**src/rtl/mmio_peripheral_pkg.sv**
```systemverilog
// ============================================================================
// Module      : mmio_peripheral_pkg
// Description : Register map, TCON bit positions and default window base
//               shared by the MMIO peripheral and the CPU read mux.
// Revision    : 1.0 - initial release
// ============================================================================
`default_nettype none

package mmio_peripheral_pkg;

    localparam logic [31:0] MMIO_BASE_DEFAULT = 32'h4000_0000;

    // Register indices as seen on Address[4:2] (byte offset / 4)
    localparam logic [2:0] MMIO_TH      = 3'd0;
    localparam logic [2:0] MMIO_TL      = 3'd1;
    localparam logic [2:0] MMIO_TCON    = 3'd2;
    localparam logic [2:0] MMIO_LED     = 3'd3;
    localparam logic [2:0] MMIO_DIGITS  = 3'd4;
    localparam logic [2:0] MMIO_SYSTICK = 3'd5;

    localparam int TCON_EN = 0;
    localparam int TCON_IE = 1;
    localparam int TCON_ST = 2;

endpackage

`default_nettype wire

```
**src/rtl/mmio_timer.sv**
```systemverilog
// ============================================================================
// Module      : mmio_timer
// Description : Reloadable up-counting timer with prescaler, status and irq.
// Revision    : 1.0 - initial release
// ============================================================================
`default_nettype none

module mmio_timer
    import mmio_peripheral_pkg::*;
#(
    parameter int unsigned TICK_DIV = 1
) (
    input  logic        Clk,
    input  logic        Reset,
    input  logic        we_th,
    input  logic        we_tl,
    input  logic        we_tcon,
    input  logic [31:0] wdata,
    output logic [31:0] th,
    output logic [31:0] tl,
    output logic [2:0]  tcon,
    output logic        irq
);

    localparam int unsigned      PW     = (TICK_DIV > 1) ? $clog2(TICK_DIV) : 1;
    localparam logic [PW-1:0]    C_PMAX = PW'(TICK_DIV - 1);

    logic [PW-1:0] r_pcnt;
    logic [31:0]   r_th;
    logic [31:0]   r_tl;
    logic [2:0]    r_tcon;

    logic w_tick;
    logic w_ovf;
    logic w_reload;

    assign w_tick   = r_tcon[TCON_EN] && (r_pcnt == C_PMAX);
    assign w_ovf    = w_tick && (r_tl == 32'hFFFF_FFFF);
    // A simultaneous TL store suppresses both the reload and the status event
    assign w_reload = w_ovf && !we_tl;

    always_ff @(posedge Clk) begin
        if (Reset) begin
            r_pcnt <= '0;
            r_th   <= '0;
            r_tl   <= '0;
            r_tcon <= '0;
        end else begin
            if (we_tcon)
                r_pcnt <= '0;
            else if (r_tcon[TCON_EN])
                r_pcnt <= w_tick ? '0 : r_pcnt + PW'(1);

            if (we_th)
                r_th <= wdata;

            if (we_tl)
                r_tl <= wdata;
            else if (w_tick)
                r_tl <= w_ovf ? r_th : r_tl + 32'd1;

            // Status written by software is OR-ed with a same-cycle overflow so no irq is lost
            if (we_tcon)
                r_tcon <= {wdata[TCON_ST] | (w_reload & wdata[TCON_IE]),
                           wdata[TCON_IE], wdata[TCON_EN]};
            else if (w_reload && r_tcon[TCON_IE])
                r_tcon[TCON_ST] <= 1'b1;
        end
    end

    assign th   = r_th;
    assign tl   = r_tl;
    assign tcon = r_tcon;
    assign irq  = r_tcon[TCON_IE] & r_tcon[TCON_ST];

endmodule

`default_nettype wire

```
**src/rtl/mmio_peripheral.sv**
```systemverilog
// ============================================================================
// Module      : mmio_peripheral
// Description : MMIO responder: address decode, LED/DIGITS/SYSTICK, read mux.
// Revision    : 1.0 - initial release
// ============================================================================
`default_nettype none

module mmio_peripheral
    import mmio_peripheral_pkg::*;
#(
    parameter int unsigned TICK_DIV = 1,
    parameter logic [31:0] BASE     = MMIO_BASE_DEFAULT
) (
    input  logic        Clk,
    input  logic        Reset,
    input  logic        MemRead,
    input  logic        MemWrite,
    input  logic [31:0] Address,
    input  logic [31:0] Write_data,
    output logic [31:0] Read_data,
    output logic [7:0]  led,
    output logic [15:0] digits,
    output logic        irq
);

    logic [2:0]  w_idx;
    logic        w_hit;
    logic        w_store;
    logic [31:0] w_th;
    logic [31:0] w_tl;
    logic [2:0]  w_tcon;
    logic [31:0] w_rdata;
    logic        w_unused;

    logic [7:0]  r_led;
    logic [15:0] r_digits;
    logic [31:0] r_systick;

    assign w_idx    = Address[4:2];
    assign w_hit    = (Address[31:5] == BASE[31:5]) && (w_idx <= MMIO_SYSTICK);
    assign w_store  = MemWrite && w_hit;
    // Read data is driven whenever the address hits, so MemRead is not needed
    assign w_unused = &{1'b0, MemRead, Address[1:0]};

    mmio_timer #(
        .TICK_DIV (TICK_DIV)
    ) u_timer (
        .Clk     (Clk),
        .Reset   (Reset),
        .we_th   (w_store && (w_idx == MMIO_TH)),
        .we_tl   (w_store && (w_idx == MMIO_TL)),
        .we_tcon (w_store && (w_idx == MMIO_TCON)),
        .wdata   (Write_data),
        .th      (w_th),
        .tl      (w_tl),
        .tcon    (w_tcon),
        .irq     (irq)
    );

    always_ff @(posedge Clk) begin
        if (Reset) begin
            r_led     <= '0;
            r_digits  <= '0;
            r_systick <= '0;
        end else begin
            r_systick <= r_systick + 32'd1;
            if (w_store && (w_idx == MMIO_LED))
                r_led <= Write_data[7:0];
            if (w_store && (w_idx == MMIO_DIGITS))
                r_digits <= Write_data[15:0];
        end
    end

    always_comb begin
        w_rdata = '0;
        if (w_hit) begin
            case (w_idx)
                MMIO_TH:      w_rdata = w_th;
                MMIO_TL:      w_rdata = w_tl;
                MMIO_TCON:    w_rdata = {29'd0, w_tcon};
                MMIO_LED:     w_rdata = {24'd0, r_led};
                MMIO_DIGITS:  w_rdata = {16'd0, r_digits};
                MMIO_SYSTICK: w_rdata = r_systick;
                default:      w_rdata = '0;
            endcase
        end
    end

    assign Read_data = w_rdata;
    assign led       = r_led;
    assign digits    = r_digits;

endmodule

`default_nettype wire
```
**config.mk**
```make
export PLATFORM = sky130hd
export DESIGN_NAME = mmio_peripheral
export DESIGN_NICKNAME = d
export VERILOG_FILES = /design/src/rtl/mmio_peripheral_pkg.sv /design/src/rtl/mmio_timer.sv /design/src/rtl/mmio_peripheral.sv
export SDC_FILE = /design/constraint.sdc
export NUM_CORES = 1
export LEC_CHECK = 0
export CORE_MARGIN = 2
export CORE_UTILIZATION = 45
export DETAILED_ROUTE_END_ITERATION = 16
export PLACE_DENSITY = 0.76
export SYNTH_ARGS = -nofsm -noshare
export SYNTH_HDL_FRONTEND = slang
export SYNTH_SLANG_ARGS = --single-unit
```
**constraint.sdc**
```tcl
create_clock -name Clk -period 3.9 [get_ports Clk]
set_input_delay 0.585 -clock Clk [delete_from_list [all_inputs] [get_ports Clk]]
set_output_delay 0.585 -clock Clk [all_outputs]
set_load 0.01 [all_outputs]
```
==> results of run 1 <==
[critical path: stages]
cell	delay [ns]
clkdlybuf4s50_1	0.39
nor4_1	0.37
nand4_1	0.28
or3_1	0.41
buf_4	0.23
nor2b_1	0.16
clkdlybuf4s50_1	0.55
[final timing paths]
check | from | cells past startpoint | endpoint
worst max-delay path | Address[7] | 7 | Read_data[11]
worst min-delay path | u_timer.th[19]$_SDFFE_PP0P_ | 2 | u_timer.th[19]$_SDFFE_PP0P_
worst max register to register | u_timer.tl[0]$_SDFFE_PP0P_ | 8 | u_timer.tl[14]$_SDFFE_PP0P_
worst min register to register | u_timer.th[19]$_SDFFE_PP0P_ | 2 | u_timer.th[19]$_SDFFE_PP0P_
[cell usage after synthesis (5+ instances only)]
library cell,n
inv_1,6
nor3_1,12
o211ai_1,6
a31oi_1,7
mux4_2,10
a21oi_1,73
and4_1,9
nor4_1,9
buf_1,8
nand3_1,24
a21o_1,5
xnor2_1,13
and3_1,21
nor2_1,130
mux2_2,9
xor2_1,20
dfxtp_1,124
buf_2,7
nand2_1,117
nand4_1,16
nor2b_1,17
o22ai_1,6
clkbuf_1,41
and2_1,13
o21ai_0,14
a22oi_1,11
mux2i_1,51
[registers in the layout, indices dropped and copies added, names as in the netlist]
register and cells:
u_timer.tl 32, u_timer.th 32, u_timer.r_pcnt 1, digits 16, u_timer.tcon 3, led 8, r_systick 32
[cells in the final DEF (no fill, tap or decap), types with 5 or more instances in the layout]
master,count
a21o_1,5
a21oi_1,73
a22oi_1,11
a31oi_1,7
and2_1,13
and3_1,21
and4_1,9
buf_4,18
clkbuf_16,17
clkdlybuf4s50_1,118
dfxtp_1,124
inv_1,6
mux2_2,9
mux2i_1,51
mux4_2,10
nand2_1,117
nand3_1,24
nand4_1,16
nor2_1,130
nor2b_1,16
nor3_1,12
nor4_1,9
o211ai_1,6
o21ai_0,14
o22ai_1,6
xnor2_1,13
xor2_1,20
[metal layers]
| layer | share of wire | global-route usage | up-vias |
|---|---|---|---|
| li1 | - | - | 3231 |
| met1 | 0.44 | 0.336 | 3219 |
| met2 | 0.48 | 0.416 | 215 |
| met3 | 0.056 | 0.0440 | 30 |
| met4 | 0.017 | 0.0814 | 0 |
| met5 | 0 | 0 | - |
[cell families (layout without fill, tap and decap cells)]
group           count (synthesis)  in the layout
simple gates                  394            394
compound gates                163            163
flops                         124            124
mux                            70             70
buf+inv                        65            176
xor+xnor                       33             33
fa+ha+maj                       2              2
[stage by stage]
step / instance area (um^2) / power, mW / util / instances
3_3_place_gp: 8180 / 1.46 / 0.544 / 1118
3_5_place_dp: 8180 / 1.46 / 0.544 / 1118
5_1_grt: 8770 / 3.13 / 0.584 / 1150
2_1_floorplan: 6850 / 1.37 / - / 851
4_1_cts: 8770 / 3.06 / 0.584 / 1150
6_report: 8770 / 3.05 / 0.584 / 1150
[cell type report]
type / instances / area [um^2]
timing repair buffer: 138 / 1330
sequential: 124 / 2480
fill: 1321 / 6260
tap: 188 / 235
clock buffer: 18 / 429
inverter: 6 / 22.5
multi-input combinational: 662 / 4110
clock inverter: 14 / 168
[power groups by stage]
| stage | Combinational (mW) | Sequential, mW | Clock [mW] |
|---|---|---|---|
| 6_report | 0.161 | 1.28 | 1.61 |
| 3_3_place_gp | 0.159 | 1.30 | 0 |
| 4_1_cts | 0.160 | 1.28 | 1.62 |
| 2_1_floorplan | 0.0645 | 1.30 | 0 |
| 5_1_grt | 0.172 | 1.28 | 1.68 |
| 3_5_place_dp | 0.160 | 1.30 | 0 |
==> summary.txt, run 1 <==
Clock tree
  • TritonCTS Buffers: 17
  • Clock Latency Late Sink: 0.42 ns
  • # Post-CTS Setup Buffers: 0
  • Post-CTS sizing: 0
  • CTS tree: built
  • CTS max path bufs: 2
  • Clock sink count: about 120
  • Worst-path clk slew: around 0.06 ns
  • Htree depth: 4
  • CTS root buffer: clkbuf_16
  • Hold_buf cts: 0

Setup path
  • Critical path class: input pin to output pin
  • Endpoint class of the critical path: output pin
  • R2R Setup Slk: roughly 1.1 ns
  • Worst Path Arrival: 3.00 ns
  • Critical Path Source Type: input pin
  • CP Max Fanout: 24
  • Worst path required time: between 3 and 4 ns

Placement
  • Post-DP HPWL: 13.6 mm
  • Placer congestion estimate: between 0.8 and 0.9
  • Post-Place Worst Slack: around 0.27 ns
  • PortBufs: ~120

Power and ir drop
  • Switching fraction of total power: 0.227
  • Clock Power Share: 0.529
  • Power per cell area: 347 nW/um^2
  • Leakage: between 3 and 4 nW
  • Internal Pwr Total: around 2.4 mW
  • Comb power frac: 0.053
  • Psw: 693 uW
  • Maximum vdd drop: 0.316 mV
  • Sequential power share: 0.418

Timing
  • Final setup viols: 0
  • RSZ-0062 raised after global routing: false
  • Final Max Slew Viols: 0
  • Worst rel slew slack: 0.335
  • Final worst-path cycle share: 0.918
  • Fin. Hold Viols: 0
  • Setup Skew: 0.0176 ns
  • Final WS setup: roughly 0.32 ns
  • Worst hold slack: 0.470 ns
  • Final Critical Period: 3.58 ns
  • Fin Setup TNS: 0 ns
  • Max Freq: ~0.28 GHz
  • Worst-Margin Slew: between 0.9 and 1 ns

Synthesis
  • Post-synthesis async set-or-reset flop share: 0
  • Mux share of post-synthesis cell area: 0.122
  • Post-synth top area cell: dfxtp_1
  • Post-synthesis adder-cell area fraction: 0.00365
  • Post-Syn Nets: 921
  • Sequential share of the synthesized area: 0.362
  • Area contributors post-synth: dfxtp_1, mux2i_1, nor2_1, nand2_1, a21oi_1
  • Synth Area in Compound Gates: 0.152
  • Synthesized flop and latch total: roughly 120
  • Avg Cell Area, Syn: 8.05 um^2
  • YS warnings: 0
  • Mapped Area: about 6800 um^2
  • Most common flop cell mapped by yosys: dfxtp_1
  • Synth Instances: 851
  • Post-synthesis simple-gate area fraction: 0.278
  • Largest family of logic cells by synthesized area: simple AND/OR/NAND/NOR gates
  • Number of enable flip-flop cells after synthesis: 0
  • Post-synth top area share: 0.362
  • Synth unique cells: 64
  • Xor/xnor share of the synthesized area: 0.0422

Drt
  • Drt drc: 0
  • DR vias: between 6000 and 7000
  • Length of the first detailed-routing pass in iterations: 5
  • DR WL/cell: ~18 um
  • Via density: a little under 6
  • DRT Wirelength: roughly 20 mm
  • DR iter-0 viols: 654
  • DRT antenna net count: 0

Hold path
  • Worst hold-check path type: flop to flop

Flow run
  • Max_cap viols: 0

Global route
  • Initial antenna violation count: 0
  • Vias in the first global route: approximately 6300
  • Gr ovfl total: 0
  • First-pass GRT wire length: between 30 and 40 mm
  • Pin count of the biggest net entering global routing: 79
  • Total track usage: 0.252

Floorplanning
  • Die Y: ~130 um
  • Ports: between 100 and 150
  • Die width: roughly 130 um
  • Core area: 15000 um^2
  • Die footprint: between 15000 and 20000 um^2
  • Number of core rows: between 40 and 50
  • Starting density of the core: 0.456

Cells and area
  • Final nets: approximately 1000
  • N_diodes: 0
  • Share of cells above drive strength 1: 0.0873
  • Layout Area Growth over Synthesis: 28.1%

Run status
  • Status: completed
Note: power is estimated with default switching activity, not from simulation.
==> run 2, diff against run 1 <==
--- a/config.mk
+++ b/config.mk
@@ -5,10 +5,12 @@
 export SDC_FILE = /design/constraint.sdc
 export NUM_CORES = 1
 export LEC_CHECK = 0
+export CAP_MARGIN = 30
 export CORE_MARGIN = 2
 export CORE_UTILIZATION = 45
 export DETAILED_ROUTE_END_ITERATION = 16
-export PLACE_DENSITY = 0.76
+export DONT_BUFFER_PORTS = 1
+export PLACE_DENSITY = 0.66
 export SYNTH_ARGS = -nofsm -noshare
 export SYNTH_HDL_FRONTEND = slang
 export SYNTH_SLANG_ARGS = --single-unit
==> summary.txt, run 2 (synthesized netlist as in run 1, its figures left out) <==
Run status
  • Status: completed

Global route
  • Gr ovfl total: 0 (unchanged)
  • Vias in the first global route: 5806 (-8.1%)
  • Total track usage: 0.243 (-0.00925)
  • Pin count of the biggest net entering global routing: 119 (+51%)
  • First-pass GRT wire length: 31.1 mm (-4.9%)
  • Initial antenna violation count: 0 (unchanged)

Timing
  • Worst rel slew slack: 0.353 (+0.0185)
  • Fin Setup TNS: 0 ns (unchanged)
  • Worst-Margin Slew: 0.967 ns (-0.0314 ns)
  • Final Critical Period: 2.78 ns (-0.801 ns)
  • Fin. Hold Viols: 0 (unchanged)
  • Final setup viols: 0 (unchanged)
  • Setup Skew: 0.00993 ns (-0.00763 ns)
  • Max Freq: 0.360 GHz (+29%)
  • Final Max Slew Viols: 0 (unchanged)
  • Final worst-path cycle share: 0.713 (-0.205)
  • RSZ-0062 raised after global routing: false

Placement
  • PortBufs: 0 (-100%)
  • Post-DP HPWL: 12.8 mm (-5.9%)
  • Placed instance count: 991 (-11%)
  • Placer congestion estimate: 0.815 (-2.5%)

Setup path
  • Endpoint class of the critical path: flop
  • Critical path class: flop to flop
  • Worst Path Arrival: 3.15 ns (+0.15 ns)
  • RR Startpoint: u_timer.tl[0]$_SDFFE_PP0P_
  • CP max stage delay: 0.55 ns (about the same)
  • CP max stage cell: nor4_4
  • Crit path buf inv count: 1 (-2)
  • Crit. Startpoint: u_timer.tl[0]$_SDFFE_PP0P_
  • Worst path required time: 4.27 ns (+0.96 ns)
  • Kind of cell adding the most delay to the critical path: simple AND/OR/NAND/NOR gates
  • CP Max Fanout: 14 (-42%)
  • Crit-path cells: ha_1 -> nand2_1 -> nor4_4 -> and3_1 -> buf_4 -> nand2_1 -> a2111oi_0 -> a21o_1
  • Most frequent CP cell: nand2_1
  • Critical Path Source Type: flop

Clock tree
  • CTS max path bufs: 2 (unchanged)
  • CTS root buffer: clkbuf_16
  • Worst-path clk slew: 0.06 ns (about the same)
  • CTS tree: built
  • Htree depth: 4 (unchanged)
  • # Post-CTS Setup Buffers: 0 (unchanged)
  • Clock sink count: 124 (unchanged)
  • TritonCTS Buffers: 17 (unchanged)
  • Hold_buf cts: 0 (unchanged)
  • Post-CTS sizing: 0 (unchanged)
  • Clock Latency Late Sink: 0.42 ns (about the same)

Cells and area
  • Fill cells: 1448 (+9.6%)
  • Final std cells w/o fill: 1025 (-11%)
  • Share of cells above drive strength 1: 0.0872 (-0.000102)
  • Multi-input combinational cell area: 4110 um^2 (unchanged)
  • Util after Layout: 0.503 (-0.0806)
  • Layout Area Growth over Synthesis: 10.4%
  • Most frequent cells in the layout: nor2_1, dfxtp_1, nand2_1, a21oi_1, mux2i_1
  • Commonest non-fill, non-tap cell in the layout: nor2_1
  • Final nets: 894 (-12%)
  • N_diodes: 0 (unchanged)
  • Sequential Area: 2480 um^2 (unchanged)

Power and ir drop
  • Leakage: 2.74 nW (-14%)
  • Maximum vdd drop: 0.270 mV (-15%)
  • Power per cell area: 379 nW/um^2 (+8.9%)

Floorplanning
  • Starting density of the core: 0.456 (unchanged)
  • Number of core rows: 45 (unchanged)
  • Die footprint: 16200 um^2 (unchanged)
  • Die width: 127 um (unchanged)
  • Ports: 125 (unchanged)
  • Core area: 15000 um^2 (unchanged)
  • Die Y: 127 um (unchanged)

Drt
  • DRT antenna net count: 0 (unchanged)
  • DR WL/cell: 19.1 um (+8.7%)
  • Via density: 6.02 (+3.4%)
  • DR vias: 6171 (-7.8%)
  • Drt drc: 0 (unchanged)
  • DR iter-0 viols: 418 (-36%)
  • DRT Wirelength: 19.6 mm (-3.1%)
  • Length of the first detailed-routing pass in iterations: 5 (unchanged)

Hold path
  • Worst hold-check path type: input pin to flop
  • Hold_sp: Reset

Flow run
  • Max_cap viols: 0 (unchanged)
==> run 2: changes by cell type in the layout (fill, tap and decap cells not counted), sizes merged <==
cell	delta
inv	-3
clkdlybuf4s50	-118
clkbuf	+7
buf	-7
clkinv	-1
bufinv	-1
clkinvlp	-2
==> run 2: per-layer routing <==
| layer | wire length [um] | GRT usage | part of all wire | up-vias |
|---|---|---|---|---|
| met5 | 0 | 0 | 0 | - |
| li1 | - | - | - | 2983 |
| met1 | 8750 | 0.320 | 0.45 | 2980 |
| met2 | 9270 | 0.390 | 0.47 | 181 |
| met3 | 1250 | 0.0637 | 0.064 | 27 |
| met4 | 296 | 0.0750 | 0.015 | 0 |
==> run 2: worst reg2reg max path, delay by kind of cell, from the launching register on <==
family	cells	cell delay, ns
AO/OA/AOI/OAI	2	0.56
adder cells (fa/ha/maj)	1	0.21
buffers and inverters	1	0.29
flip-flops	1	0.40
AND/OR/NAND/NOR	4	1.26
==> run 2: path summary, 6_finish.rpt <==
kind,to,slack [ns],cells after the start
min reg2reg,u_timer.th[19]$_SDFFE_PP0P_,0.47,2
max reg2reg,u_timer.tl[16]$_SDFFE_PP0P_,1.12,8
max,u_timer.tl[16]$_SDFFE_PP0P_,1.12,8
min,u_timer.th[29]$_SDFFE_PP0P_,0.22,1
==> run 2: cell type report <==
cell class	instances	share of cell area
Clock buffer	25	0.0642
Sequential cell	124	0.328
Tap cell	188	0.0311
Multi-Input combinational cell	662	0.544
Inverter	6	0.00298
Clock inverter	7	0.0116
Timing Repair Buffer	13	0.0182
==> run 2: through the flow <==
stage	hold WS (ns)	setup slack, ns	cell area, um^2	power (mW)
floorplan	0.438	1.26	6850	1.37
global placement	0.456	0.910	6930	1.34
detailed placement	0.463	0.824	6930	1.34
CTS	0.223	0.843	7510	2.88
global route	0.216	0.785	7560	2.94
finish	0.224	1.12	7560	2.86
==> run 2: power by group <==
group          internal, mW  switching [mW]
Clock                 0.986           0.565
Sequential             1.27         0.00505
Combinational        0.0208          0.0142
